File: src/rtl/serial_subtractor_pkg.sv
// Shared definitions for the bit-serial subtractor: default width, FSM encoding
// and the helper that sizes the bit counter.
package serial_subtractor_pkg;

  localparam int DEFAULT_WIDTH = 4;

  typedef enum logic [1:0] {
    ST_IDLE  = 2'b00,
    ST_SHIFT = 2'b01,
    ST_DONE  = 2'b10
  } state_t;

  // Counter width is clog2(width), never narrower than one bit.
  function automatic int count_width(input int width);
    return (width <= 2) ? 1 : $clog2(width);
  endfunction

  localparam int DEFAULT_CNT_W = count_width(DEFAULT_WIDTH);

endpackage

File: src/rtl/serial_subtractor_fs.sv
// Combinational one-bit full subtractor: d = a - b - bin, with borrow out.
module one_bit_full_subtractor (
  input  logic a,
  input  logic b,
  input  logic bin,
  output logic d,
  output logic bout
);

  assign d    = a ^ b ^ bin;
  assign bout = (~a & b) | (~(a ^ b) & bin);

endmodule

File: src/rtl/serial_subtractor.sv
// Bit-serial unsigned subtractor: LSB-first over WIDTH cycles, registered
// difference and final borrow, one-cycle done pulse.
module serial_subtractor
  import serial_subtractor_pkg::*;
#(
  parameter int WIDTH = DEFAULT_WIDTH
) (
  input  logic             clk,
  input  logic             rst,
  input  logic             start,
  input  logic [WIDTH-1:0] A,
  input  logic [WIDTH-1:0] B,
  output logic             busy,
  output logic             done,
  output logic [WIDTH-1:0] diff,
  output logic             bout
);

  localparam int             CNT_W = count_width(WIDTH);
  localparam logic [CNT_W-1:0] LAST_BIT = CNT_W'(WIDTH - 1);

  state_t             r_state;
  state_t             w_next_state;
  logic [WIDTH-1:0]   r_a_sh;
  logic [WIDTH-1:0]   r_b_sh;
  logic [WIDTH-1:0]   r_work;
  logic               r_borrow;
  logic [CNT_W-1:0]   r_count;
  logic               w_d;
  logic               w_borrow_next;
  logic               w_last;

  assign w_last = (r_count == LAST_BIT);

  one_bit_full_subtractor u_fs (
    .a    (r_a_sh[0]),
    .b    (r_b_sh[0]),
    .bin  (r_borrow),
    .d    (w_d),
    .bout (w_borrow_next)
  );

  // NOTE: clocked state uses non-blocking assignments so every register
  // samples pre-edge values regardless of process ordering.
  always_ff @(posedge clk or posedge rst) begin
    if (rst) r_state <= ST_IDLE;
    else     r_state <= w_next_state;
  end

  // NOTE: defaulting to the current state before the case keeps this block
  // purely combinational; a missing assignment would infer a latch.
  always_comb begin
    w_next_state = r_state;
    case (r_state)
      ST_IDLE:  if (start) w_next_state = ST_SHIFT;
      ST_SHIFT: if (w_last) w_next_state = ST_DONE;
      ST_DONE:  w_next_state = ST_IDLE;
      default:  w_next_state = ST_IDLE;
    endcase
  end

  // Outputs decode the state register only, so start/A/B never reach them.
  always_comb begin
    busy = 1'b0;
    done = 1'b0;
    case (r_state)
      ST_SHIFT: busy = 1'b1;
      ST_DONE: begin
        busy = 1'b1;
        done = 1'b1;
      end
      default: ;
    endcase
  end

  always_ff @(posedge clk or posedge rst) begin
    if (rst) begin
      r_a_sh   <= '0;
      r_b_sh   <= '0;
      r_work   <= '0;
      r_borrow <= 1'b0;
      r_count  <= '0;
      diff     <= '0;
      bout     <= 1'b0;
    end else begin
      case (r_state)
        ST_IDLE: begin
          if (start) begin
            r_a_sh   <= A;
            r_b_sh   <= B;
            r_work   <= '0;
            r_borrow <= 1'b0;
            r_count  <= '0;
          end
        end
        ST_SHIFT: begin
          r_a_sh   <= r_a_sh >> 1;
          r_b_sh   <= r_b_sh >> 1;
          r_work   <= {w_d, r_work[WIDTH-1:1]};
          r_borrow <= w_borrow_next;
          r_count  <= r_count + 1'b1;
          // Result is published once, on the last bit, and held until the next load.
          if (w_last) begin
            diff <= {w_d, r_work[WIDTH-1:1]};
            bout <= w_borrow_next;
          end
        end
        default: ;
      endcase
    end
  end

endmodule

File: config.mk
export PLATFORM = sky130hd
export DESIGN_NAME = serial_subtractor
export DESIGN_NICKNAME = d
export VERILOG_FILES = /design/src/rtl/serial_subtractor_pkg.sv /design/src/rtl/serial_subtractor_fs.sv /design/src/rtl/serial_subtractor.sv
export SDC_FILE = /design/constraint.sdc
export NUM_CORES = 1
export LEC_CHECK = 0
export ABC_AREA = 1
export BUFFER_PORTS_ARGS = -buffer_cell sky130_fd_sc_hd__buf_2
export CAP_MARGIN = 0
export CORE_MARGIN = 2
export CORE_UTILIZATION = 45
export DETAILED_ROUTE_END_ITERATION = 12
export PLACE_DENSITY = 0.7
export SETUP_SLACK_MARGIN = 0.02
export SLEW_MARGIN = 20
export SYNTH_ARGS = -nofsm -noshare
export SYNTH_HDL_FRONTEND = slang
export SYNTH_HIERARCHICAL = 1
export SYNTH_SLANG_ARGS = --single-unit
File: constraint.sdc
create_clock -name clk -period 1.3 [get_ports clk]
set_clock_uncertainty 0.1 [all_clocks]
set_input_delay 0 -clock clk [delete_from_list [all_inputs] [get_ports clk]]
set_output_delay 0 -clock clk [all_outputs]
set_load 0.01 [all_outputs]
==> out/metrics.yaml <==
clocking:
  cts_tree: "done"
  clkLatencyLatePin_ns: 0.30
  cts_buffer_depth: 2
  cts.sinks: 21
  cts.htree.levels: 1
  cts_buffers: 3
  path_clk_slew_ns: 0.12
  clockRootBuffer: "clkbuf_4"
detailed_routing:
  routed_wirelength_mm: 2.361
  firstDrtPassIters: 4
  drtIter0Drc: 13
  wire_per_inst_um: 11.52
  vias: 975
  drc: 0
  viasPerCell: 4.756
  ant_nets: 0
logic_synthesis:
  synth_top_cells_by_area: "dfrtp_1 48%, nand2_1 24%, nand3_1 7.3%, ha_1 5.7%, inv_1 4.5%"
  synth_compound_area_frac: 0
  async_reset_ff_frac: 1.000
  synthTopCellsByCount: "70 x nand2_1, 21 x dfrtp_1, 16 x nand3_1, 13 x inv_1, 5 x ha_1"
  ys.flop_type: "dfrtp_1"
  syn_inst: 139
  synth.most_common_cell: "nand2_1"
  syn-cell-area_mm2: 0.001092
  synth_nets: 156
  synth_edf_count: 0
  synth.largest_area_cell: "dfrtp_1"
  syn_area_per_cell_um2: 7.858
  ys_ff_latch: 21
  synth-seq-area-share: 0.4811
  synthMuxAreaShare: 0
  synthSimpleGateAreaFrac: 0.3608
  synth_top_area_share: 0.4811
  synth_fa_ha_area_frac: 0.07560
  synth-xor-area-share: 0
  yosys_warnings: 6
  ys_types: 13
  synth_top_family_by_area: "simple AND/OR/NAND/NOR gates"
worst_setup_path:
  cp-start-kind: "flop"
  critPathTopFamily: "flip-flops"
  critPathArrivalTime_ns: 1.46
  ff2ff_setup_slack_ns: -0.05
  r2r-start: "r_state[1]"
  reg2reg_to: "r_work[3]"
  end_kind: "flop"
  path_cells: "inv_2 > ha_4 > nand2_8 > buf_8 > nand3_1 > nand2_1"
  critPathSlowestCell: "dfrtp_1"
  worst-path-max-fanout: 8
  crit_type: "flop to flop"
  worstPathRequired_ns: 1.40
  slowest_delay_ns: 0.42
  cp_num_buf_inv: 2
  ff2ff_path_depth: 6
grt:
  grt_pass1_vias: 930
  grt_pass1_wl_mm: 3.926
  overflow: 0
  antenna_found_initial: 0
  grtUsageTotal: 0.1913
  grt_max_degree: 22
placement:
  dp_hpwl_mm: 1.598
  io_buffers: 17
  gp_congestion: 0.7739
  placed_area_mm2: 0.001271
die:
  die_height_um: 53.27
  initial_utilization: 0.4845
  rows: 17
  ios: 18
  die_x_um: 53.27
  dieArea_mm2: 0.002837
  fp.coreArea_mm2: 0.002255
layout:
  fillerInstances: 171
  fin_area_mm2: 0.001603
  seqCellArea_um2: 526.8
  multi_input_area_um2: 641.9
  drive_above_1_share: 0.4011
  antenna_cells: 0
  syn2layout_area_growth_pct: 46.74
  nNetsFinal: 195
timing:
  hold-worst-slack_ns: 0.1635
  rsz0062_at_grt: "yes"
  min_period_ns: 1.353
  worst_pin_slew_ns: 0.2737
  finalCritPeriodShare: 1.041
  clock.fmax_ghz: 0.7392
  slew_violations: 0
  worst_slack_ns: -0.05288
  setup-violations-final: 14
  hold_viol_final: 0
  relSlewSlack: 0.8175
run:
  cap_violations: 0
power:
  vdd_drop_max_v: 0.001085
  p_per_area_mw_per_mm2: 1985
  p_leak_nw: 0.8880
run_status:
  violations: "setup timing"
  status: "finished with violations"
hold_path:
  worstHoldPathType: "primary input to async pin"
-- worst max-delay path by stage --
stage                           from         to  slack (ns)  depth (start not counted)
final                     r_state[1]  r_work[3]       -0.05                          6
after global routing       r_a_sh[0]  r_work[3]       -0.12                          5
after CTS                  r_a_sh[0]  r_work[3]       -0.02                          5
after detailed placement  r_state[0]  r_b_sh[0]       -0.03                          7
after global placement     r_a_sh[0]  r_work[3]        0.02                          5
after floorplan           r_state[0]  r_b_sh[1]        0.03                          8
-- stage by stage --
stage          instances  utilization  setup TNS (ns)  setup slack (ns)  total power (W)
2_1_floorplan        139            -               0           0.03403         0.002040
3_3_place_gp         189       0.5638               0           0.01522         0.002318
3_5_place_dp         189       0.5638         -0.1831          -0.02504         0.002379
4_1_cts              203       0.6743        -0.03984          -0.02166         0.002974
5_1_grt              205       0.7109          -1.405           -0.1151         0.003458
6_report             205       0.7109         -0.4509          -0.05288         0.003182
-- cell families after synthesis --
| kind of cell | Yosys count |
|---|---|
| and+or+nand+nor | 93 |
| adders and majority gates | 6 |
| DFF | 21 |
| buffers and inverters | 19 |
-- power breakdown --
part	switching, W	internal (W)	total [W]
combinational	0.000980	0.000798	0.00178
sequential	0.000192	0.000891	0.00108
clock	0.000201	0.000119	0.000321
total	0.00137	0.00181	0.00318
-- area by class of cell --
cell class                      count  area share
Inverter                           15     0.04137
Tap cell                           28     0.02186
Multi-Input combinational cell     99      0.4005
Sequential cell                    21      0.3286
Clock buffer                        4     0.01639
Timing Repair Buffer               38      0.1913
-- metal layers --
layer | vias to the layer above | track usage | wire, um
li1 | 499 | - | -
met1 | 453 | 0.2334 | 1077
met2 | 21 | 0.3457 | 1202
met3 | 2 | 0.02542 | 68
met4 | 0 | 0.05556 | 12
met5 | - | 0 | 0
-- worst min-delay path, delay by kind of cell --
kind	cells	cell delay [ns]
buf+inv	4	0.96
-- sequential cells by signal (all words and copies together) (netlist names) --
signal	cells
r_borrow	1
r_work	3
diff	4
bout	1
r_state	2
r_count	2
r_a_sh	4
r_b_sh	4
-- cells in the final DEF (no fill, tap or decap) --
cell,netlist,final
buf_2,0,15
buf_4,3,6
buf_6,1,5
buf_8,0,2
clkbuf_1,0,1
clkbuf_4,0,3
dfrtp_1,21,20
dfrtp_2,0,1
dlygate4sd3_1,0,10
fa_1,1,1
ha_1,5,2
ha_4,0,3
inv_1,13,10
inv_2,2,3
inv_6,0,2
nand2_1,70,56
nand2_2,2,14
nand2_4,2,2
nand2_8,0,2
nand3_1,16,3
nand3_2,0,13
nand4_1,2,2
nor2_1,1,1
-- what timing repair did --
| item | in CTS | in global routing |
|---|---|---|
| gates resized for setup | 28 | 20 |
| pin swaps | 12 | 15 |
| endpoints found under the hold margin | 30 | 0 |
| hold buffers | 10 | 0 |
| gates cloned | 0 | 0 |
| setup buffers | 0 | 2 |
| setup endpoints to repair | 21 | 23 |
Note: power is estimated with default switching activity, not from simulation.
